[src/rtl/coin_pkg.sv]
// Shared types and defaults for the coin acceptor: FSM states, coin-type encoding,
// default timing constants and small helpers.
package coin_pkg;

   typedef enum logic [2:0] {
      StIdle,
      StDebounce,
      StEmit,
      StRelease,
      StJam
   } state_e;

   typedef enum logic [1:0] {
      CoinNone = 2'd0,
      CoinA    = 2'd1,
      CoinB    = 2'd2,
      CoinC    = 2'd3
   } coin_e;

   localparam int unsigned DefDebCycles = 4;
   localparam int unsigned DefGapCycles = 2;
   localparam int unsigned DefJamCycles = 64;

   function automatic int unsigned max3(input int unsigned x, input int unsigned y,
                                        input int unsigned z);
      int unsigned m;
      m = (x > y) ? x : y;
      return (m > z) ? m : z;
   endfunction

   // Sensor vector bit order is {c, b, a}.
   function automatic logic [2:0] coin_mask(input coin_e coin);
      logic [2:0] m;
      unique case (coin)
         CoinA:   m = 3'b001;
         CoinB:   m = 3'b010;
         CoinC:   m = 3'b100;
         default: m = 3'b000;
      endcase
      return m;
   endfunction

   function automatic coin_e coin_from_mask(input logic [2:0] m);
      coin_e coin;
      unique case (m)
         3'b001:  coin = CoinA;
         3'b010:  coin = CoinB;
         3'b100:  coin = CoinC;
         default: coin = CoinNone;
      endcase
      return coin;
   endfunction

endpackage

[src/rtl/sync2.sv]
// Two-flop synchronizer for one asynchronous sensor input.
module sync2 (
   input  logic clk,
   input  logic reset,
   input  logic i_d,
   output logic o_q
);

   logic r_meta;
   logic r_sync;

   always_ff @(posedge clk or negedge reset) begin
      if (!reset) begin
         r_meta <= 1'b0;
         r_sync <= 1'b0;
      end else begin
         r_meta <= i_d;
         r_sync <= r_meta;
      end
   end

   assign o_q = r_sync;

endmodule

[src/rtl/coin_acceptor.sv]
// Coin acceptor: synchronizes three slot sensors, debounces a single coin, emits one
// credit pulse or a reject, then waits for the slot to clear (flagging jams).
module coin_acceptor
   import coin_pkg::*;
#(
   parameter int unsigned DEB_CYCLES = DefDebCycles,
   parameter int unsigned GAP_CYCLES = DefGapCycles,
   parameter int unsigned JAM_CYCLES = DefJamCycles
) (
   input  logic       clk,
   input  logic       reset,
   input  logic       sens_a,
   input  logic       sens_b,
   input  logic       sens_c,
   input  logic       enable,
   output logic       a,
   output logic       b,
   output logic       c,
   output logic       reject,
   output logic       jam,
   output logic [7:0] coin_count
);

   localparam int unsigned CntW = $clog2(max3(DEB_CYCLES, GAP_CYCLES, JAM_CYCLES) + 1);
   localparam logic [CntW-1:0] DebL = CntW'(DEB_CYCLES);
   localparam logic [CntW-1:0] GapL = CntW'(GAP_CYCLES - 1);
   localparam logic [CntW-1:0] JamL = CntW'(JAM_CYCLES - 1);

   logic [2:0]      w_sync;
   logic [2:0]      w_mask;
   logic            w_any;
   logic            w_single;

   state_e          r_state;
   coin_e           r_coin;
   logic [CntW-1:0] r_cnt;
   logic [CntW-1:0] r_jam_cnt;
   logic            r_a;
   logic            r_b;
   logic            r_c;
   logic            r_reject;
   logic            r_jam;
   logic [7:0]      r_count;

   sync2 u_sync_a (.clk(clk), .reset(reset), .i_d(sens_a), .o_q(w_sync[0]));
   sync2 u_sync_b (.clk(clk), .reset(reset), .i_d(sens_b), .o_q(w_sync[1]));
   sync2 u_sync_c (.clk(clk), .reset(reset), .i_d(sens_c), .o_q(w_sync[2]));

   assign w_mask   = coin_mask(r_coin);
   assign w_any    = |w_sync;
   assign w_single = w_any && ((w_sync & (w_sync - 3'd1)) == 3'd0);

   always_ff @(posedge clk or negedge reset) begin
      if (!reset) begin
         r_state   <= StIdle;
         r_coin    <= CoinNone;
         r_cnt     <= '0;
         r_jam_cnt <= '0;
         r_a       <= 1'b0;
         r_b       <= 1'b0;
         r_c       <= 1'b0;
         r_reject  <= 1'b0;
         r_jam     <= 1'b0;
         r_count   <= 8'd0;
      end else begin
         r_a      <= 1'b0;
         r_b      <= 1'b0;
         r_c      <= 1'b0;
         r_reject <= 1'b0;
         unique case (r_state)
            StIdle: begin
               if (w_single) begin
                  r_coin  <= coin_from_mask(w_sync);
                  r_cnt   <= '0;
                  r_state <= StDebounce;
               end else if (w_any) begin
                  r_reject  <= 1'b1;
                  r_cnt     <= '0;
                  r_jam_cnt <= '0;
                  r_state   <= StRelease;
               end
            end
            StDebounce: begin
               // A second sensor appearing is treated as a foreign object, even on a glitch.
               if ((w_sync & ~w_mask) != 3'd0) begin
                  r_reject  <= 1'b1;
                  r_cnt     <= '0;
                  r_jam_cnt <= '0;
                  r_state   <= StRelease;
               end else if ((w_sync & w_mask) == 3'd0) begin
                  r_coin  <= CoinNone;
                  r_state <= StIdle;
               end else if (r_cnt == DebL) begin
                  r_cnt     <= '0;
                  r_jam_cnt <= '0;
                  if (enable) begin
                     r_a     <= w_mask[0];
                     r_b     <= w_mask[1];
                     r_c     <= w_mask[2];
                     r_count <= (r_count == 8'hFF) ? r_count : r_count + 8'd1;
                     r_state <= StEmit;
                  end else begin
                     r_reject <= 1'b1;
                     r_state  <= StRelease;
                  end
               end else begin
                  r_cnt <= r_cnt + CntW'(1);
               end
            end
            StEmit: begin
               r_cnt     <= '0;
               r_jam_cnt <= '0;
               r_state   <= StRelease;
            end
            StRelease: begin
               if (!w_any) begin
                  r_jam_cnt <= '0;
                  if (r_cnt == GapL) begin
                     r_coin  <= CoinNone;
                     r_state <= StIdle;
                  end else begin
                     r_cnt <= r_cnt + CntW'(1);
                  end
               end else begin
                  r_cnt <= '0;
                  if (r_jam_cnt == JamL) begin
                     r_jam   <= 1'b1;
                     r_state <= StJam;
                  end else begin
                     r_jam_cnt <= r_jam_cnt + CntW'(1);
                  end
               end
            end
            StJam: begin
               if (!w_any) begin
                  if (r_cnt == GapL) begin
                     r_jam   <= 1'b0;
                     r_coin  <= CoinNone;
                     r_cnt   <= '0;
                     r_state <= StIdle;
                  end else begin
                     r_cnt <= r_cnt + CntW'(1);
                  end
               end else begin
                  r_cnt <= '0;
               end
            end
            default: r_state <= StIdle;
         endcase
      end
   end

   assign a          = r_a;
   assign b          = r_b;
   assign c          = r_c;
   assign reject     = r_reject;
   assign jam        = r_jam;
   assign coin_count = r_count;

endmodule

[config.mk]
export PLATFORM = sky130hd
export DESIGN_NAME = coin_acceptor
export DESIGN_NICKNAME = d
export VERILOG_FILES = /design/src/rtl/coin_pkg.sv /design/src/rtl/sync2.sv /design/src/rtl/coin_acceptor.sv
export SDC_FILE = /design/constraint.sdc
export NUM_CORES = 1
export LEC_CHECK = 0
export ABC_AREA = 1
export CAP_MARGIN = 20
export CORE_MARGIN = 2
export CORE_UTILIZATION = 35
export DETAILED_ROUTE_END_ITERATION = 12
export PLACE_DENSITY = 0.58
export SYNTH_ARGS = -nofsm -noshare
export SYNTH_HDL_FRONTEND = slang
export SYNTH_HIERARCHICAL = 1
export SYNTH_SLANG_ARGS = --single-unit
export TNS_END_PERCENT = 5
[constraint.sdc]
create_clock -name clk -period 2.9 [get_ports clk]
set_input_delay 0.87 -clock clk [delete_from_list [all_inputs] [get_ports clk]]
set_output_delay 0.87 -clock clk [all_outputs]
set_load 0.05 [all_outputs]
# --- Word level (Yosys, flattened, before mapping) ---
# Cells that the tools add are included.
# Widths: inputs -> output; s select.
op_classes:
  n_shift: 0
  bitwise: 7
  multipliers: 0
  muxes: 63
  n_div: 0
  eq_ne: 32
  n_reduce_logical: 17
  add_sub_neg: 4
  n_lt_le_gt_ge: 0
ops:
  columns: ["operator", "n"]
  rows:
  - ["$mux 7", 15]
  - ["$pmux 7 s5", 1]
  - ["$pmux 7 s4", 1]
  - ["$mux 3", 9]
  - ["$mux 1", 26]
  - ["$ne 2x2->1 const B", 10]
  - ["$ne 3x3->1 const B", 6]
  - ["$reduce_and 6->1", 3]
  - ["$pmux 3 s5", 1]
  - ["$add 7x1->7 const B", 2]
  - ["$pmux 2 s3", 2]
  - ["$mux 2", 5]
  - ["$and 3x3->3", 3]
  - ["$eq 3x2->1 const B", 3]
  - ["$logic_not 3->1", 3]
  - ["$pmux 3 s3", 1]
  - ["$add 8x1->8 const B", 1]
  - ["$eq 8x8->1 const B", 1]
  - ["$reduce_and 4->1", 2]
  - ["$eq 7x1->1 const B", 1]
  - ["$eq 7x3->1 const B", 1]
  - ["$eq 7x6->1 const B", 1]
  - ["$eq 3x1->1 const B", 2]
  - ["$eq 3x3->1 const B", 2]
  - ["16 further kinds", 21]
totals:
  elab_cells: 139
  romBits: 0
  mem_bits_rw: 0
  inputBits: 6
  n_memories: 0
  register_bits: 38
  out_inout_bits: 13
  latchBits: 0

# --- Depth between registers and ports, before layout ---
# Gate-level depths: netlist of the first run.
depth:
  word_depth: 7
  depth_mapped: 11
  mapped_depth_nobuf: 10

# --- Modules after synthesis ---
# The synthesis of the first run kept the hierarchy.
modules_own_cells:
  columns: ["mod", "area_per_inst_um2", "n_inst", "seq_area_each_um2", "cells_per_inst"]
  rows:
  - ["coin_acceptor", 2317.2, 1, 800.8, 320]
  - ["sync2", 50.0, 3, 50.0, 2]

# --- Worst setup path after synthesis of the first run ---
# Ideal clock, no wire load.
synth_timing:
  kind: "register -> register"
  from: "reg r_count[1] (netlist: coin_count[1])"
  to: "reg r_count[2] (netlist: coin_count[2])"
  synth_period_minus_slack_ns: 1.699
  slack_ns: 1.201
  path_buffers: 0
  path_stages_with_launch: 10
  t_arrival_ns: 1.622
  setup_ns: 0.076
  t_required_ns: 2.824
  path_cell_list: "dfrtp_1 -> ha_1 -> inv_1 -> nor2_1 -> nand4_1 -> nand2_1 -> nor2_4 -> nand2_4 -> nand2_1 -> o21ai_1"
synth_between:
  elab_chain_len: 3
  elab_cells_between_ends: 4
  cone_classes: "add/sub: 1; eq/ne: 1; bitwise: 1; reduce/logical: 1"
synth_lines:
  columns: ["element", "line", "source"]
  rows:
  - ["start: declaration", "coin_acceptor.sv:43", "logic [7:0] r_count;"]
  - ["start signal: assignment", "coin_acceptor.sv:100", "r_count <= (r_count == 8'hFF) ? r_count : r_count + 8'd1;"]
  - ["branches (longest 3 deep; another with $add 8x1->8)", null, null]
# Parallel ways; which one is timed is not known.
# A chain may end at the register's enable or synchronous reset.

# --- Worst setup path after layout of the first run ---
layout_timing:
  from: "reg r_count[4] (netlist: coin_count[4])"
  to: "out coin_count[4]"
layout_rtl:
  columns: ["element", "line", "source"]
  rows:
  - ["end: declaration", "coin_acceptor.sv:21", "output logic [7:0] coin_count"]
# No word-level cell between the ends.

==> results of run 1 <==
[power breakdown]
group / internal [mW] / total [mW] / switching (mW)
Sequential: 0.589 / 0.667 / 0.0782
Clock: 0.256 / 0.461 / 0.205
Combinational: 0.230 / 0.753 / 0.523
Total: 1.07 / 1.88 / 0.807
[state kept, by name, indices dropped and copies added, names as in the netlist]
register         flops
a                    1
b                    1
c                    1
coin_count           8
jam                  1
r_cnt                7
r_coin               2
r_jam_cnt            7
r_state              3
reject               1
u_sync_a/o_q         1
u_sync_a/r_meta      1
u_sync_b/o_q         1
u_sync_b/r_meta      1
u_sync_c/o_q         1
u_sync_c/r_meta      1
[Yosys cell counts (2+ instances only)]
master	instances	area share, %
a21oi_1	7	1.4
dfrtp_1	38	39
nor2_1	26	4.0
nand3b_1	2	0.61
nor2_2	7	1.8
xnor2_1	3	1.1
buf_2	3	0.61
o21ai_2	2	0.71
buf_6	2	0.91
nand3_1	37	7.5
nor3_1	6	1.2
xor2_1	6	2.1
ha_1	5	2.5
inv_2	7	1.1
or2_2	2	0.51
inv_1	27	4.1
nand3_4	2	1.4
nor2_4	7	3.2
o21ai_0	8	1.6
nand4_1	11	2.8
nand2_2	10	2.5
nand2_4	2	0.91
nand2_1	91	14
o21ai_1	4	0.81
[metal layers]
layer  track usage [%]  vias up
met5                 0        -
met4              6.01        0
met3              3.39       11
met2              23.4       45
met1              19.1      976
li1                  -     1093
[layout by cell type, fill, tap and decap left out, drive strengths merged, types with 3 or more instances in the layout]
| cell | synthesis | final |
|---|---|---|
| dfrtp | 38 | 38 |
| nor3 | 6 | 6 |
| a21oi | 8 | 8 |
| o21ai | 14 | 14 |
| clkdlybuf4s50 | 0 | 17 |
| nor2 | 41 | 41 |
| nand2 | 103 | 103 |
| buf | 6 | 3 |
| nand3 | 40 | 40 |
| xnor2 | 3 | 3 |
| inv | 36 | 36 |
| clkbuf | 0 | 5 |
| nand4 | 11 | 11 |
| ha | 5 | 5 |
| xor2 | 6 | 6 |
[worst max path at each step]
stage | from | to | slack [ns] | depth (start not counted)
after floorplan | coin_count[1] | coin_count[2] | 1.20 | 9
after global placement | coin_count[4] | coin_count[4] | 0.77 | 1
after detailed placement | enable | coin_count[2] | 0.72 | 6
after CTS | coin_count[4] | coin_count[4] | 0.42 | 1
after global routing | coin_count[4] | coin_count[4] | 0.39 | 1
final | coin_count[4] | coin_count[4] | 0.43 | 1
[final cells by class]
class | instances | area share [%]
Sequential cell | 38 | 33.4
Clock buffer | 5 | 2.42
Tap cell | 96 | 4.22
Clock inverter | 3 | 1.58
Timing Repair Buffer | 20 | 6.68
Multi-Input combinational cell | 246 | 46.7
Inverter | 36 | 5.01
[metrics by stage]
stage               instances  hold WS, ns  setup slack, ns  power (mW)  instance area, µm²
floorplan                 326        0.331             1.20        1.28                2470
global placement          436        0.332            0.768        1.43                2730
detailed placement        436        0.336            0.720        1.44                2730
CTS                       444        0.357            0.423        1.91                2850
global route              444        0.367            0.385        2.03                2850
finish                    444        0.352            0.435        1.88                2850
[cell families (layout without fill, tap and decap cells)]
kind of cell | Yosys count | in the layout
DFF | 38 | 38
and+or+nand+nor | 206 | 206
AOI/OAI and AO/OA | 26 | 26
adders and majority gates | 5 | 5
xor gates and xnor gates | 9 | 9
buffers and inverters | 42 | 64
==> impl_metrics.ini, run 1 <==
[logic_synthesis]
async_reset_ff_share_pct = 100
avgSynthCellArea_um2 = 7.57
number_of_enable_type_register_cells_in_the_synthesized_netlist = 0
synth_top_flop_cell = dfrtp_1
synth_compound_gate_area_share_pct = 6.39
yosys-mux-area-fraction_pct = 0
yosys_register_bits = 38
share_of_synthesized_cell_area_in_full_adder_half_adder_and_majority_cells_pct = 2.54
post_synth_instance_area_um2 = 2470
synth_xor_area_share_pct = 3.19
ys.warnings.count = 6
synth_top_family_by_area = simple AND/OR/NAND/NOR gates
synth_seq_area_share_pct = 38.5
postSynthNetCount = 337
synth_cell_types = 35
syn-instance-count = 326
share_of_synthesized_cell_area_in_and_or_nand_and_nor_gates_pct = 41.7

[clocking]
hold_buffers = 0
cts_tree = done
cts.reportedPaths.clkPinSlew_ns = 0.08
post_cts_resize_count = 0
cts.sink_count = 38
tritoncts.num_buffers = 5
root_buffer = clkbuf_8
clock_path_buffers = 2
insertion_delay_ns = 0.30
cts.htree.levels = 2
post-cts-setup-buffers = 0

[final_layout]
area.sequential_um2 = 951
multi_input_comb_area_um2 = 1330
num-nets-final = 358
drive_above_1_share_pct = 15.8
fill_cells = 698
areaGrowthSynthToFinish_pct = 15.4
fin_util_pct = 41.9
antennaDiodeCount = 0

[sta]
slew_viol_final = 0
timing.final.setup_violations = 0
setup_total_negative_slack_ns = 0
grt_setup_unrepaired = false
worst_pin_slew_ns = 0.840
final_critical_path_time_including_i_o_delays_and_setup_ns = 2.47
clock-skew-final_ns = 0.0111
report.final.hold_viol_count = 0
worst_case_headroom_to_the_max_slew_limit_pct = 44.0
min_period_over_period_pct = 85.0
max_freq_ghz = 0.406

[route]
total_wirelength_um = 5020
topRoutingLayerUsed = met4
num_vias = 2125
detailedRoute.firstPassIterationCount = 4
ant_nets = 0
initialDrtViolationCount = 112
detail_route.wirelength.met1_um = 2390
via_per_inst = 4.79
routed-wl-met3_um = 182
met2_length_um = 2340
detail_route.drc_violations = 0
route.detailed.wl_per_inst_um = 11.3

[setup_path]
cp.buffers_inverters = 1
crit_type = reg2out
kind_of_cell_with_the_highest_combined_delay_on_the_critical_path = buffers and inverters
worst_path_max_delay_cell = clkdlybuf4s50_1
worstSetupStartpointType = flip-flop
worst_ep_arrival_time_ns = 1.60
crit_path_end_kind = output pin
reg2reg_slack_ns = 1.03
reg2reg_to = r_cnt[3]
critical_path.cell_chain = clkdlybuf4s50_1
timing.rr.start = r_state[2]
cp.required_ns = 2.03
worst_r2r_path_depth = 9
critical_path.max_fanout = 7
max_stage_delay_ns = 0.84

[die]
die_x_um = 88.0
coreArea_um2 = 6790
die_h_um = 88.0
die_area_um2 = 7740
initial_utilization_pct = 36.3
row_count = 30
ios = 19

[flow_run]
maxCapViolations = 0

[global_routing]
global_route.usage.total_pct = 14.6
grt_remaining_overflow = 0
number_of_global_route_vias_before_repair = 2017
first_pass_grt_wire_length_um = 8980
initial_antenna_violation_count = 0
pin_count_of_the_biggest_net_entering_global_routing = 39

[status]
status = finished clean

[hold_path]
holdPathEnd = u_sync_c/o_q
hold_path_class = reg2reg
hold_path_depth = 0
worst_hold_startpoint = u_sync_c/r_meta

[place]
portBuffers = 18
gp_routability_congestion = 0.872
dp_hpwl_um = 3710

[pwr]
power_density_nw_per_um2 = 661
peak_supply_drop_v = 0.000495
leakage_nw = 1.37
No activity file was read; power rests on OpenSTA's default activity.
==> run 2, diff against run 1 <==
CELL_PAD_IN_SITES_DETAIL_PLACEMENT = 1   (was default)
CELL_PAD_IN_SITES_GLOBAL_PLACEMENT = 1   (was default)
PLACE_DENSITY = 0.73   (was 0.58)
==> impl_metrics.ini, run 2 (synthesis results as in run 1) <==
[place]
detailedPlace.worstSlack_ns = 0.698
dp_hpwl_um = 4290
gp_routability_congestion = 0.829
portBuffers = 18

[die]
row_count = 30
ios = 19
die_x_um = 88.0
die_area_um2 = 7740
coreArea_um2 = 6790
die_h_um = 88.0
initial_utilization_pct = 36.3

[pwr]
p_int_mw = 1.19
power.net_switching_mw = 0.814
power_frac_clock_pct = 28.0
report.power.total_mw = 2.00
peak_supply_drop_v = 0.000408
power_density_nw_per_um2 = 697
leakage_nw = 1.38
share_comb_of_total_power_pct = 38.5
swShare_pct = 40.7
seqPwrFrac_pct = 33.5

[sta]
min_period_over_period_pct = 85.0
fin_hold_ws_ns = 0.350
grt_setup_unrepaired = false
worst_pin_slew_ns = 0.862
timing.final.setup_violations = 0
final_critical_path_setup_slack_ns = 0.434
slew_viol_final = 0
worst_case_headroom_to_the_max_slew_limit_pct = 42.6
final_critical_path_time_including_i_o_delays_and_setup_ns = 2.47
report.final.hold_viol_count = 0
max_freq_ghz = 0.405
clock-skew-final_ns = 0.00812
setup_total_negative_slack_ns = 0

[global_routing]
number_of_global_route_vias_before_repair = 2152
initial_antenna_violation_count = 0
first_pass_grt_wire_length_um = 10000
pin_count_of_the_biggest_net_entering_global_routing = 39
global_route.usage.total_pct = 16.5
grt_remaining_overflow = 0

[clocking]
post-cts-setup-buffers = 0
insertion_delay_ns = 0.29
clock_path_buffers = 2
cts_tree = done
root_buffer = clkbuf_8
tritoncts.num_buffers = 5
post_cts_resize_count = 0
hold_buffers = 0
cts.sink_count = 38
cts.htree.levels = 2
cts.reportedPaths.clkPinSlew_ns = 0.08

[route]
topRoutingLayerUsed = met4
route.detailed.wl_per_inst_um = 12.8
detailedRoute.firstPassIterationCount = 4
detail_route.drc_violations = 0
initialDrtViolationCount = 62
num_vias = 2167
met2_length_um = 2790
routed-wl-met3_um = 126
via_per_inst = 4.89
total_wirelength_um = 5680
ant_nets = 0
detail_route.wirelength.met1_um = 2690

[setup_path]
max_stage_delay_ns = 0.84
worst_r2r_path_depth = 9
crit_path_end_kind = output pin
reg2reg_slack_ns = 0.83
kind_of_cell_with_the_highest_combined_delay_on_the_critical_path = buffers and inverters
crit_type = reg2out
cp.required_ns = 2.03
worst_ep_arrival_time_ns = 1.60
critical_path.cell_chain = clkdlybuf4s50_1
critical_path.max_fanout = 7
worstSetupStartpointType = flip-flop
critical_path_cell_count = 1
worst_path_max_delay_cell = clkdlybuf4s50_1
cp.buffers_inverters = 1

[hold_path]
hold_path_class = reg2reg
hold_path_depth = 0

[flow_run]
maxCapViolations = 0

[final_layout]
num-nets-final = 357
areaGrowthSynthToFinish_pct = 16.2
drive_above_1_share_pct = 15.6
fill_cells = 874
mostFrequentLayoutCells = nand2_1, dfrtp_1, nand3_1
most_common_library_cell_in_the_layout_ignoring_fill_and_taps = nand2_1
antennaDiodeCount = 0
largest_register_ffs = 8

[status]
status = finished clean
-- run 2: cell count changes in the layout (fill, tap and decap cells not counted), sizes merged --
cell / before / now
bufinv: 1 / 2
clkbuf: 5 / 6
buf: 3 / 2
clkinvlp: 2 / 0
-- run 2: path summary, 6_finish.rpt --
check	from	to
min in group asynchronous	reset	coin_count[2]
worst max register to register	u_sync_b/o_q	r_coin[1]
max in group asynchronous	reset	jam
worst min-delay path	u_sync_a/r_meta	u_sync_a/o_q
worst min register to register	u_sync_a/r_meta	u_sync_a/o_q
worst max-delay path	coin_count[4]	coin_count[4]
-- run 2: layout make-up --
class / count / area (µm²) / share of cell area (%)
Clock buffer: 6 / 82.6 / 2.88
Clock inverter: 2 / 60.1 / 2.09
Inverter: 36 / 143 / 4.97
Multi-Input combinational cell: 246 / 1330 / 46.3
Sequential cell: 38 / 951 / 33.2
Tap cell: 96 / 120 / 4.19
Timing Repair Buffer: 19 / 183 / 6.37
-- run 2: power groups by stage --
stage | registers, mW | clock network [mW] | logic (mW)
after floorplan | 0.674 | 0 | 0.603
after global placement | 0.675 | 0 | 0.765
after detailed placement | 0.681 | 0 | 0.780
after CTS | 0.671 | 0.581 | 0.787
after global routing | 0.683 | 0.598 | 0.874
final | 0.669 | 0.560 | 0.771
-- run 2: per-stage QoR --
stage | std cells | util [%] | cell area [µm²]
2_1_floorplan | 326 | - | 2470
3_3_place_gp | 435 | 40.1 | 2730
3_5_place_dp | 435 | 40.1 | 2730
4_1_cts | 443 | 42.2 | 2870
5_1_grt | 443 | 42.2 | 2870
6_report | 443 | 42.2 | 2870
-- run 2: metal layers --
metal	vias up	global-route usage, %
li1	1095	-
met1	1045	21.3
met2	21	28.4
met3	6	2.83
met4	0	4.90
met5	-	0
==> run 3, diff against run 2 <==
CAP_MARGIN = 10   (was 20)
==> results of run 3 <==
No change in the layout: final DEF, timing and power equal those of run 2.
